### src/rtl/instr_encoder_loader_pkg.sv
// Shared definitions for the MIPS instruction encoder/loader.
// Covers symbolic op numbering, opcode/funct constants, FSM states and word-builder helpers.
package instr_enc_pkg;

  // Codes 0..20 line up with the decode controller's alu_code numbering
  typedef enum logic [4:0] {
    OP_ADD   = 5'd0,
    OP_ADDU  = 5'd1,
    OP_SUB   = 5'd2,
    OP_SUBU  = 5'd3,
    OP_AND   = 5'd4,
    OP_OR    = 5'd5,
    OP_NOR   = 5'd6,
    OP_SLT   = 5'd7,
    OP_SLL   = 5'd8,
    OP_SRL   = 5'd9,
    OP_SRA   = 5'd10,
    OP_JR    = 5'd11,
    OP_NOP   = 5'd12,
    OP_ANDI  = 5'd13,
    OP_ORI   = 5'd14,
    OP_SLTI  = 5'd15,
    OP_ADDI  = 5'd16,
    OP_ADDIU = 5'd17,
    OP_LW    = 5'd18,
    OP_SW    = 5'd19,
    OP_LUI   = 5'd20,
    OP_J     = 5'd21,
    OP_JAL   = 5'd22,
    OP_BEQ   = 5'd23,
    OP_BNE   = 5'd24
  } op_e;

  localparam logic [5:0] OPC_RTYPE = 6'b000000;
  localparam logic [5:0] OPC_J     = 6'b000010;
  localparam logic [5:0] OPC_JAL   = 6'b000011;
  localparam logic [5:0] OPC_BEQ   = 6'b000100;
  localparam logic [5:0] OPC_BNE   = 6'b000101;
  localparam logic [5:0] OPC_ADDI  = 6'b001000;
  localparam logic [5:0] OPC_ADDIU = 6'b001001;
  localparam logic [5:0] OPC_SLTI  = 6'b001010;
  localparam logic [5:0] OPC_ANDI  = 6'b001100;
  localparam logic [5:0] OPC_ORI   = 6'b001101;
  localparam logic [5:0] OPC_LUI   = 6'b001111;
  localparam logic [5:0] OPC_LW    = 6'b100011;
  localparam logic [5:0] OPC_SW    = 6'b101011;

  localparam logic [5:0] FN_SLL  = 6'b000000;
  localparam logic [5:0] FN_SRL  = 6'b000010;
  localparam logic [5:0] FN_SRA  = 6'b000011;
  localparam logic [5:0] FN_JR   = 6'b001000;
  localparam logic [5:0] FN_ADD  = 6'b100000;
  localparam logic [5:0] FN_ADDU = 6'b100001;
  localparam logic [5:0] FN_SUB  = 6'b100010;
  localparam logic [5:0] FN_SUBU = 6'b100011;
  localparam logic [5:0] FN_AND  = 6'b100100;
  localparam logic [5:0] FN_OR   = 6'b100101;
  localparam logic [5:0] FN_NOR  = 6'b100111;
  localparam logic [5:0] FN_SLT  = 6'b101010;

  typedef enum logic [1:0] {
    ST_IDLE  = 2'd0,
    ST_LOAD  = 2'd1,
    ST_FLUSH = 2'd2,
    ST_DONE  = 2'd3
  } state_e;

  function automatic logic [31:0] r_word(input logic [4:0] rs, input logic [4:0] rt,
                                         input logic [4:0] rd, input logic [4:0] sh,
                                         input logic [5:0] fn);
    return {OPC_RTYPE, rs, rt, rd, sh, fn};
  endfunction

  function automatic logic [31:0] i_word(input logic [5:0] opc, input logic [4:0] rs,
                                         input logic [4:0] rt, input logic [15:0] imm);
    return {opc, rs, rt, imm};
  endfunction

  function automatic logic [31:0] j_word(input logic [5:0] opc, input logic [25:0] tgt);
    return {opc, tgt};
  endfunction

endpackage

### src/rtl/instr_encoder_loader_if.sv
// Op/field stream from a program source into the encoder, with valid/ready/last handshake.
interface instr_encoder_loader_if;
  logic        in_valid;
  logic        in_ready;
  logic        in_last;
  logic [4:0]  op_code;
  logic [4:0]  rs;
  logic [4:0]  rt;
  logic [4:0]  rd;
  logic [4:0]  shamt;
  logic [15:0] imm;
  logic [25:0] target;

  modport master (
    output in_valid, in_last, op_code, rs, rt, rd, shamt, imm, target,
    input  in_ready
  );

  modport slave (
    input  in_valid, in_last, op_code, rs, rt, rd, shamt, imm, target,
    output in_ready
  );
endinterface

### src/rtl/instr_encoder_loader_word_encode.sv
// Combinational builder: symbolic op plus fields -> 32-bit MIPS word and a legality flag.
module instr_word_encode
  import instr_enc_pkg::*;
(
  input  logic [4:0]  i_op_code,
  input  logic [4:0]  i_rs,
  input  logic [4:0]  i_rt,
  input  logic [4:0]  i_rd,
  input  logic [4:0]  i_shamt,
  input  logic [15:0] i_imm,
  input  logic [25:0] i_target,
  output logic [31:0] o_word,
  output logic        o_legal
);

  op_e w_op;
  assign w_op = op_e'(i_op_code);

  // Unused fields are forced to zero so the word is canonical (e.g. rs of shifts and lui)
  always_comb begin
    o_word  = 32'h0000_0000;
    o_legal = 1'b1;
    case (w_op)
      OP_ADD:   o_word = r_word(i_rs, i_rt, i_rd, 5'd0, FN_ADD);
      OP_ADDU:  o_word = r_word(i_rs, i_rt, i_rd, 5'd0, FN_ADDU);
      OP_SUB:   o_word = r_word(i_rs, i_rt, i_rd, 5'd0, FN_SUB);
      OP_SUBU:  o_word = r_word(i_rs, i_rt, i_rd, 5'd0, FN_SUBU);
      OP_AND:   o_word = r_word(i_rs, i_rt, i_rd, 5'd0, FN_AND);
      OP_OR:    o_word = r_word(i_rs, i_rt, i_rd, 5'd0, FN_OR);
      OP_NOR:   o_word = r_word(i_rs, i_rt, i_rd, 5'd0, FN_NOR);
      OP_SLT:   o_word = r_word(i_rs, i_rt, i_rd, 5'd0, FN_SLT);
      OP_SLL:   o_word = r_word(5'd0, i_rt, i_rd, i_shamt, FN_SLL);
      OP_SRL:   o_word = r_word(5'd0, i_rt, i_rd, i_shamt, FN_SRL);
      OP_SRA:   o_word = r_word(5'd0, i_rt, i_rd, i_shamt, FN_SRA);
      OP_JR:    o_word = r_word(i_rs, 5'd0, 5'd0, 5'd0, FN_JR);
      OP_NOP:   o_word = 32'h0000_0000;
      OP_ANDI:  o_word = i_word(OPC_ANDI, i_rs, i_rt, i_imm);
      OP_ORI:   o_word = i_word(OPC_ORI, i_rs, i_rt, i_imm);
      OP_SLTI:  o_word = i_word(OPC_SLTI, i_rs, i_rt, i_imm);
      OP_ADDI:  o_word = i_word(OPC_ADDI, i_rs, i_rt, i_imm);
      OP_ADDIU: o_word = i_word(OPC_ADDIU, i_rs, i_rt, i_imm);
      OP_LW:    o_word = i_word(OPC_LW, i_rs, i_rt, i_imm);
      OP_SW:    o_word = i_word(OPC_SW, i_rs, i_rt, i_imm);
      OP_LUI:   o_word = i_word(OPC_LUI, 5'd0, i_rt, i_imm);
      OP_J:     o_word = j_word(OPC_J, i_target);
      OP_JAL:   o_word = j_word(OPC_JAL, i_target);
      OP_BEQ:   o_word = i_word(OPC_BEQ, i_rs, i_rt, i_imm);
      OP_BNE:   o_word = i_word(OPC_BNE, i_rs, i_rt, i_imm);
      default:  o_legal = 1'b0;
    endcase
  end

endmodule

### src/rtl/instr_encoder_loader.sv
// Program loader: encodes a stream of symbolic ops and writes them sequentially into
// instruction memory from BASE_ADDR, through a single pipeline register.
module instr_encoder_loader
  import instr_enc_pkg::*;
#(
  parameter int ADDR_W    = 8,
  parameter int DEPTH     = 256,
  parameter int BASE_ADDR = 0
) (
  input  logic                  clk,
  input  logic                  rst,
  input  logic                  start,
  instr_encoder_loader_if.slave bus,
  output logic                  imem_wen,
  output logic [ADDR_W-1:0]     imem_addr,
  output logic [31:0]           imem_wdata,
  output logic [ADDR_W:0]       count,
  output logic                  done,
  output logic                  error
);

  localparam int FILL_W = ADDR_W + 2;

  state_e              r_state;
  state_e              w_state_next;
  logic                r_wen;
  logic [ADDR_W-1:0]   r_addr;
  logic [ADDR_W-1:0]   r_ptr;
  logic [31:0]         r_wdata;
  logic [ADDR_W:0]     r_count;
  logic                r_error;

  logic [31:0]         w_word;
  logic                w_legal;
  logic                w_ready;
  logic                w_done;
  logic                w_accept;
  logic                w_overflow;
  logic [FILL_W-1:0]   w_fill;

  instr_word_encode u_encode (
    .i_op_code (bus.op_code),
    .i_rs      (bus.rs),
    .i_rt      (bus.rt),
    .i_rd      (bus.rd),
    .i_shamt   (bus.shamt),
    .i_imm     (bus.imm),
    .i_target  (bus.target),
    .o_word    (w_word),
    .o_legal   (w_legal)
  );

  // Words already written plus the one sitting in the pipeline register
  assign w_fill     = FILL_W'(r_count) + FILL_W'(r_wen);
  assign w_accept   = bus.in_valid && w_ready;
  assign w_overflow = (r_state == ST_LOAD) && bus.in_valid && !w_ready;

  always_ff @(posedge clk) begin
    if (rst) begin
      r_state <= ST_IDLE;
    end else begin
      r_state <= w_state_next;
    end
  end

  always_comb begin
    w_state_next = r_state;
    w_ready      = 1'b0;
    w_done       = 1'b0;
    case (r_state)
      ST_IDLE: begin
        if (start) begin
          w_state_next = ST_LOAD;
        end
      end
      ST_LOAD: begin
        w_ready = (w_fill < FILL_W'(DEPTH));
        if (bus.in_valid && (!w_ready || bus.in_last)) begin
          w_state_next = ST_FLUSH;
        end
      end
      // Nothing is accepted here, so the single pipeline stage empties on this edge
      ST_FLUSH: begin
        w_state_next = ST_DONE;
      end
      ST_DONE: begin
        w_done       = 1'b1;
        w_state_next = ST_IDLE;
      end
      default: begin
        w_state_next = ST_IDLE;
      end
    endcase
  end

  always_ff @(posedge clk) begin
    if (rst) begin
      r_wen   <= 1'b0;
      r_addr  <= '0;
      r_wdata <= 32'h0000_0000;
      r_ptr   <= ADDR_W'(BASE_ADDR);
      r_count <= '0;
      r_error <= 1'b0;
    end else begin
      r_wen   <= w_accept && w_legal;
      r_count <= r_count + (ADDR_W+1)'(r_wen);
      if (w_accept && w_legal) begin
        r_addr  <= r_ptr;
        r_wdata <= w_word;
        r_ptr   <= r_ptr + 1'b1;
      end
      if ((w_accept && !w_legal) || w_overflow) begin
        r_error <= 1'b1;
      end
      // Pipeline is always empty in IDLE, so restarting the counters here is safe
      if ((r_state == ST_IDLE) && start) begin
        r_count <= '0;
        r_error <= 1'b0;
        r_ptr   <= ADDR_W'(BASE_ADDR);
      end
    end
  end

  assign bus.in_ready = w_ready;
  assign imem_wen     = r_wen;
  assign imem_addr    = r_addr;
  assign imem_wdata   = r_wdata;
  assign count        = r_count;
  assign done         = w_done;
  assign error        = r_error;

endmodule

### src/flat_wrapper.sv
// flat-port wrapper written by rule: the top's interface ports become plain ports
module instr_encoder_loader_flat import instr_enc_pkg::*;
#(
  parameter int ADDR_W    = 8,
  parameter int DEPTH     = 256,
  parameter int BASE_ADDR = 0
)
  (clk, rst, start, imem_wen, imem_addr, imem_wdata, count, done, error, bus_in_valid, bus_in_last, bus_op_code, bus_rs, bus_rt, bus_rd, bus_shamt, bus_imm, bus_target, bus_in_ready);
  instr_encoder_loader_if bus_i ();
  input  logic clk;
  input  logic rst;
  input  logic start;
  output logic imem_wen;
  output logic [ADDR_W-1:0] imem_addr;
  output logic [31:0] imem_wdata;
  output logic [ADDR_W:0] count;
  output logic done;
  output logic error;
  input wire logic [$bits(bus_i.in_valid)-1:0] bus_in_valid;
  input wire logic [$bits(bus_i.in_last)-1:0] bus_in_last;
  input wire logic [$bits(bus_i.op_code)-1:0] bus_op_code;
  input wire logic [$bits(bus_i.rs)-1:0] bus_rs;
  input wire logic [$bits(bus_i.rt)-1:0] bus_rt;
  input wire logic [$bits(bus_i.rd)-1:0] bus_rd;
  input wire logic [$bits(bus_i.shamt)-1:0] bus_shamt;
  input wire logic [$bits(bus_i.imm)-1:0] bus_imm;
  input wire logic [$bits(bus_i.target)-1:0] bus_target;
  output wire logic [$bits(bus_i.in_ready)-1:0] bus_in_ready;
  assign bus_i.in_valid = bus_in_valid;
  assign bus_i.in_last = bus_in_last;
  assign bus_i.op_code = bus_op_code;
  assign bus_i.rs = bus_rs;
  assign bus_i.rt = bus_rt;
  assign bus_i.rd = bus_rd;
  assign bus_i.shamt = bus_shamt;
  assign bus_i.imm = bus_imm;
  assign bus_i.target = bus_target;
  assign bus_in_ready = bus_i.in_ready;
  instr_encoder_loader #(.ADDR_W(ADDR_W), .DEPTH(DEPTH), .BASE_ADDR(BASE_ADDR)) u_core (.clk(clk), .rst(rst), .start(start), .bus(bus_i), .imem_wen(imem_wen), .imem_addr(imem_addr), .imem_wdata(imem_wdata), .count(count), .done(done), .error(error));
endmodule
### config.mk
export PLATFORM = sky130hd
export DESIGN_NAME = instr_encoder_loader_flat
export DESIGN_NICKNAME = d
export VERILOG_FILES = /design/src/rtl/instr_encoder_loader_pkg.sv /design/src/rtl/instr_encoder_loader_if.sv /design/src/rtl/instr_encoder_loader_word_encode.sv /design/src/rtl/instr_encoder_loader.sv /design/src/flat_wrapper.sv
export SDC_FILE = /design/constraint.sdc
export NUM_CORES = 1
export LEC_CHECK = 0
export ABC_CLOCK_PERIOD_IN_PS = 1900
export CAP_MARGIN = 40
export CORE_MARGIN = 8
export CORE_UTILIZATION = 39
export DETAILED_ROUTE_END_ITERATION = 7
export GPL_TIMING_DRIVEN = 0
export HOLD_SLACK_MARGIN = 0.1
export PLACE_DENSITY_LB_ADDON = 0.15
export SETUP_SLACK_MARGIN = 0.05
export SYNTH_ARGS = -nofsm -noshare
export SYNTH_HDL_FRONTEND = slang
export SYNTH_SLANG_ARGS = --single-unit
export TNS_END_PERCENT = 100
### constraint.sdc
create_clock -name clk -period 1.9 [get_ports clk]
set_input_delay 0.285 -clock clk [delete_from_list [all_inputs] [get_ports clk]]
set_output_delay 0.285 -clock clk [all_outputs]
set_load 0.01 [all_outputs]
==> results of run 1 <==
[logic make-up after synthesis]
| logic type | synth area share, % |
|---|---|
| xor gates and xnor gates | 2.53 |
| AOI/OAI and AO/OA | 26.0 |
| DFF | 38.6 |
| and+or+nand+nor | 23.0 |
| adders and majority gates | 3.22 |
| buffers and inverters | 5.91 |
| muxes | 0.643 |
| other | 0.121 |
[power groups by stage]
stage,Clock [mW],Combinational (mW),Sequential [mW]
3_5_place_dp,0,1.09,1.45
2_1_floorplan,0,0.546,1.48
3_3_place_gp,0,1.07,1.45
6_report,1.24,1.46,1.43
4_1_cts,1.26,1.30,1.43
5_1_grt,1.33,1.56,1.45
[critical path, delay by kind of cell, from the launching register on]
kind,cells,cell delay [ns]
multiplexers,1,0.14
AO/OA/AOI/OAI,2,0.44
adder cells (fa/ha/maj),2,0.32
flip-flops,1,0.35
AND/OR/NAND/NOR,2,0.33
buffers and inverters,2,0.28
[timing repair]
action | 4_1_cts | 5_1_grt
hold buffers | 0 | 0
setup endpoints to repair | 48 | 51
hold endpoints to repair | 0 | 0
resized for setup | 56 | 41
setup buffers | 14 | 8
gates cloned | 4 | 3
pin swaps | 22 | 24
[state kept, by name, indices dropped and copies added, names as in the netlist]
| name | count |
|---|---|
| u_core.imem_wdata | 31 |
| u_core.count | 9 |
| u_core.imem_addr | 8 |
| u_core.r_ptr | 8 |
| u_core.r_state | 2 |
| u_core.error | 1 |
| u_core.imem_wen | 1 |
[area by class of cell]
cell class,instances,area (µm²)
Fill cell,604,2420
Clock buffer,13,179
Tap cell,102,128
Multi-Input combinational cell,267,1970
Buffer,27,233
Inverter,9,33.8
Sequential cell,60,1210
Timing Repair Buffer,148,1510
Clock inverter,3,42.5
[stage by stage]
step | std cells | utilization, % | setup TNS (ns) | hold slack [ns]
global placement | 586 | 58.1 | -23.29 | 0.442
global route | 629 | 68.7 | -3.37 | 0.426
finish | 629 | 68.7 | -1.15 | 0.409
floorplan | 364 | - | 0 | 0.440
CTS | 620 | 65.2 | -0.693 | 0.388
detailed placement | 586 | 58.1 | -24.44 | 0.447
[path summary, 6_finish.rpt]
kind | startpoint | slack, ns | cells past startpoint | endpoint
max | u_core.count[0] | -0.09 | 9 | u_core.r_ptr[4]
max reg2reg | u_core.count[0] | -0.09 | 9 | u_core.r_ptr[4]
min | bus_op_code[1] | 0.41 | 4 | u_core.imem_wdata[2]
min reg2reg | u_core.imem_addr[4] | 0.45 | 2 | u_core.imem_addr[4]
[cell usage in the layout, fill, tap and decap left out, drive strengths merged, types with 6 or more instances in the layout]
master	n
dfxtp	60
a21oi	24
nor2b	6
a211oi	8
nand3b	20
inv	9
a32o	6
clkbuf	27
nand2	42
a222oi	13
buf	42
nor2	24
a22oi	6
nand3	13
clkdlybuf4s50	116
ha	8
o21ai	30
[metal layers]
metal / wire length (µm) / track usage (%) / vias to the layer above
met1: 4500 / 22.5 / 1625
met3: 891 / 7.19 / 13
met5: 0 / 0 / -
met2: 5830 / 32.7 / 136
li1: - / - / 1670
met4: 163 / 6.93 / 0
==> reports/qor.yml, run 1 <==
clocking:
  clockBufferDepth: 2
  cts_sinks: 60
  clk_pin_slew_ns: 0.07
  insertion_delay_ns: 0.33
  cts_tree: "yes"
  numCtsBuffers: 9
  htree_levels: 3
  cts_root_buffer: "clkbuf_8"
detailed_routing:
  num_vias: 3444
  drt_pre_antenna_iters: 6
  first_iter_violations: 198
  wl_per_cell_um: 18.1
  antenna_left: 0
  viasPerCell: 5.48
  remaining_drc_errors: 0
  wl_mm: 11.4
synthesis:
  synth_largest_area_cell: "dfxtp_1"
  async_flop_share_pct: 0
  synthFlopType: "dfxtp_1"
  synth_common_cells: "60 x dfxtp_1, 41 x nand2_1, 24 x a21oi_1, 24 x nor2_1, 20 x nand3b_1"
  synth_edf_count: 0
  netlist_area_um2: 3110
  avgSynthCellArea_um2: 8.55
  yosysSeqAreaShare_pct: 38.6
  synth_cells: 364
  synth_area_leaders: "dfxtp_1 39%, nand2_1 4.9%, nand3b_1 4.8%"
  synth_cell_types: 57
  synth_seq_cells: 60
  synth-warning-count: 0
  synth_top_area_share_pct: 38.6
  mappedNetlistNets: 444
  yosysMostFrequentCell: "dfxtp_1"
power_and_ir_drop:
  pwr-share-seq_pct: 34.6
  comb_power_share_pct: 35.3
  ir_drop_v: 0.000488
  internal_power_mw: 2.87
  p_sw_share_pct: 30.6
  clockPowerShare_pct: 30.1
  power.switching_mw: 1.26
  total_power_mw: 4.14
  power.leakage_nw: 1.97
  p_per_area_nw_per_um2: 779
setup_path:
  arrival_ns: 2.21
  crit_top_cell: "ha_4"
  cp_data_required_time_ns: 2.12
  critPathMaxFanout: 8
  cp_slowest_cell: "dfxtp_4"
  critPathKind: "register to register"
  crit_path_start_kind: "register"
  end_kind: "register"
  cpPeakStageDelay_ns: 0.35
  worstPathCellList: "ha_4 -> ha_4 -> and4_4 -> a21oi_4 -> o2111a_1 -> buf_6 -> buf_12 -> nand4_1 -> mux2i_1"
timing:
  finalHoldViolCount: 0
  fin_skew_ns: 0.00789
  relSlewSlack_pct: 55.9
  fin_crit_sh_pct: 105
  tightest_slew_ns: 0.662
  post-route-min-period_ns: 1.99
  max_freq_mhz: 503
  rsz0062_at_grt: "yes"
  timing.final.ws_setup_ns: -0.0866
  slew_viol_final: 0
  setup_violations: 26
cells_and_area:
  fin_area_um2: 5310
  areaGrowthSynthToFinish_pct: 70.6
  drive_gt1_share_pct: 22.0
  insertedDiodeCount: 0
  final_nets: 602
floorplan:
  initial_core_util_pct: 40.3
  fp-row-count: 32
  die_x_um: 105
  core_area_um2: 7730
  die_h_um: 105
  pin_count: 125
  die-area_um2: 11100
grt:
  grt_first_pass_wirelength_mm: 17.6
  grt.total_usage_pct: 19.6
  grt_max_degree: 11
  grt_pass1_vias: 3463
  overflow: 0
  antenna_found_initial: 0
place:
  gp_congestion: 0.864
  io_buffers: 120
  post-dp-hpwl_mm: 8.17
  place_area_um2: 4490
  place_ws_ns: -0.786
job:
  cap_violations: 0
hold_path:
  worstHoldPathType: "input port to register"
outcome:
  status: "finished with violations"
  violations: "setup timing"
(Power assumes the default switching activity.)
==> run 2: changes to the inputs <==
--- a/config.mk
+++ b/config.mk
@@ -6,12 +6,12 @@
 export NUM_CORES = 1
 export LEC_CHECK = 0
 export ABC_CLOCK_PERIOD_IN_PS = 1900
-export CAP_MARGIN = 40
+export CAP_MARGIN = 25
 export CORE_MARGIN = 8
 export CORE_UTILIZATION = 39
 export DETAILED_ROUTE_END_ITERATION = 7
 export GPL_TIMING_DRIVEN = 0
-export HOLD_SLACK_MARGIN = 0.1
+export HOLD_SLACK_MARGIN = 0.12
 export PLACE_DENSITY_LB_ADDON = 0.15
 export SETUP_SLACK_MARGIN = 0.05
 export SYNTH_ARGS = -nofsm -noshare
==> results of run 2 <==
Final layout, timing and power as in run 1 (identical DEF).
==> run 3: changes to the inputs <==
--- a/config.mk
+++ b/config.mk
@@ -7,6 +7,7 @@
 export LEC_CHECK = 0
 export ABC_CLOCK_PERIOD_IN_PS = 1900
 export CAP_MARGIN = 25
+export CORE_ASPECT_RATIO = 1.1
 export CORE_MARGIN = 8
 export CORE_UTILIZATION = 39
 export DETAILED_ROUTE_END_ITERATION = 7
==> reports/qor.yml, run 3 (synthesized netlist as in run 1, its figures left out) <==
outcome:
  status: "finished with violations"
  violations: "setup timing"
timing:
  post-route-min-period_ns: 1.97  # -0.0134 ns
  slew_viol_final: 0  # unchanged
  tightest_slew_ns: 0.689  # +0.0271 ns
  timing.final.ws_setup_ns: -0.0732  # +0.0134 ns
  hold_ws_ns: 0.435  # +0.0258 ns
  relSlewSlack_pct: 54.0  # -1.8 points
  setup_violations: 25  # -3.8%
  finalHoldViolCount: 0  # unchanged
  rsz0062_at_grt: "yes"
  fin_crit_sh_pct: 104  # -0.71 points
  max_freq_mhz: 507  # +0.68%
  fin_skew_ns: 0.0102  # +0.00235 ns
place:
  post-dp-hpwl_mm: 8.12  # -0.66%
  io_buffers: 120  # unchanged
  place_area_um2: 4490  # +0.17%
  gp_congestion: 0.965  # +12%
setup_path:
  reg2reg_slack_ns: -0.07  # about the same
  path_depth: 9  # unchanged
  regToRegEndpoint: "u_core.imem_wdata[31]"
  worstPathCellList: "ha_4 -> ha_4 -> and4_4 -> a21oi_4 -> o2111a_1 -> buf_6 -> buf_8 -> nand4_1 -> a21oi_1"
  end_kind: "register"
  cpPeakStageDelay_ns: 0.35  # about the same
  crit_family: "compound AO/OA/AOI/OAI gates"
  critical_path_buf_inv_count: 2  # unchanged
  r2r_cells: 9  # unchanged
  cp_data_required_time_ns: 2.17  # +0.05 ns
  worstReg2RegStart: "u_core.count[0]"
  critPathKind: "register to register"
  crit_path_start_kind: "register"
  crit_top_cell: "ha_4"
  critPathMaxFanout: 7  # -1
  cp_slowest_cell: "dfxtp_4"
  arrival_ns: 2.25  # +0.04 ns
  cp-endpoint: "u_core.imem_wdata[31]"
  crit_start: "u_core.count[0]"
clocking:
  numCtsBuffers: 9  # unchanged
  htree_levels: 3  # unchanged
  clockBufferDepth: 2  # unchanged
  cts_hold_buf: 0  # unchanged
  clk_pin_slew_ns: 0.08  # about the same
  cts_root_buffer: "clkbuf_8"
  cts_sinks: 60  # unchanged
  insertion_delay_ns: 0.34  # about the same
  cts_tree: "yes"
power_and_ir_drop:
  p_per_area_nw_per_um2: 786  # +0.85%
  total_power_mw: 3.86  # -6.7%
  ir_drop_v: 0.000457  # -6.3%
  power.leakage_nw: 1.77  # -10%
detailed_routing:
  viasPerCell: 5.45  # -0.39%
  first_iter_violations: 180  # -9.1%
  wl_per_cell_um: 17.1  # -5.8%
  antenna_left: 0  # unchanged
  remaining_drc_errors: 0  # unchanged
  wl_mm: 10.5  # -7.6%
  drt_pre_antenna_iters: 6  # unchanged
  num_vias: 3365  # -2.3%
floorplan:
  pin_count: 125  # unchanged
  core_area_um2: 7830  # +1.3%
  die_h_um: 110  # +4.1%
  initial_core_util_pct: 39.8  # -0.51 points
  die_x_um: 101  # -3.9%
  fp-row-count: 34  # +6.3%
  die-area_um2: 11100  # about the same
hold_path:
  worstHoldPathType: "input port to register"
  min-delay-start: "bus_op_code[1]"
  whs_path_depth: 4  # unchanged
grt:
  antenna_found_initial: 0  # unchanged
  grt_first_pass_wirelength_mm: 16.2  # -7.6%
  grt.total_usage_pct: 18.6  # -1.0 points
  grt_max_degree: 13  # +2
  overflow: 0  # unchanged
  grt_pass1_vias: 3293  # -4.9%
cells_and_area:
  final_common_cell: "clkdlybuf4s50_1"
  drive_gt1_share_pct: 14.5  # -7.5 points
  areaGrowthSynthToFinish_pct: 57.9
  final_nets: 584  # -3.0%
  insertedDiodeCount: 0  # unchanged
  final_cell_mix: "116 x clkdlybuf4s50_1, 55 x dfxtp_1, 40 x nand2_1"
  largest_reg_flops: 31  # unchanged
  fin_area_um2: 4910  # -7.4%
job:
  cap_violations: 0  # unchanged
==> run 3: worst min path at each step <==
stage,to
2_1_floorplan,u_core.imem_addr[7]
3_3_place_gp,u_core.imem_wdata[31]
3_5_place_dp,u_core.imem_wdata[31]
4_1_cts,u_core.imem_wdata[2]
5_1_grt,u_core.imem_wdata[31]
6_report,u_core.imem_wdata[2]
==> run 3: area by class of cell <==
class / count / area [µm²]
multi-input cells: 267 / 1820
plain buffers: 27 / 195
repair buffers: 130 / 1300
well taps: 108 / 135
flip-flops and latches: 60 / 1210
inverters: 9 / 33.8
clock inverters: 6 / 70.1
clock buffers: 10 / 149
fillers: 688 / 2920
==> run 3: report_power, final <==
group | internal [mW] | total, mW | switching [mW]
clock network | 0.691 | 1.24 | 0.550
registers | 1.36 | 1.43 | 0.0677
logic | 0.607 | 1.19 | 0.587
total | 2.66 | 3.86 | 1.20
==> run 3: routing by layer <==
layer / global-route usage (%) / wire [µm]
met1: 20.6 / 4210
met2: 32.0 / 5260
met3: 6.97 / 927
met4: 6.18 / 127
met5: 0 / 0
==> run 3: repair_timing <==
item	CTS	global route
setup buffers	7	2
resized for setup	34	14
pin swaps	13	8
endpoints found under the setup margin	50	50
gates cloned	0	1
==> run 3: worst register-to-register path, cell delays in order (launching register included) <==
cell,delay [ns]
dfxtp_4,0.35
ha_4,0.16
ha_4,0.16
and4_4,0.19
a21oi_4,0.17
o2111a_1,0.27
buf_6,0.16
buf_8,0.13
nand4_1,0.14
a21oi_1,0.16
==> run 3: per-stage QoR <==
step	instances	setup TNS (ns)	util, %	worst slack (ns)
3_3_place_gp	592	-22.67	57.4	-0.738
3_5_place_dp	592	-23.28	57.4	-0.702
5_1_grt	617	-4.97	62.8	-0.163
2_1_floorplan	364	0	-	0.0690
4_1_cts	615	-1.23	61.8	-0.104
6_report	617	-0.826	62.8	-0.0732
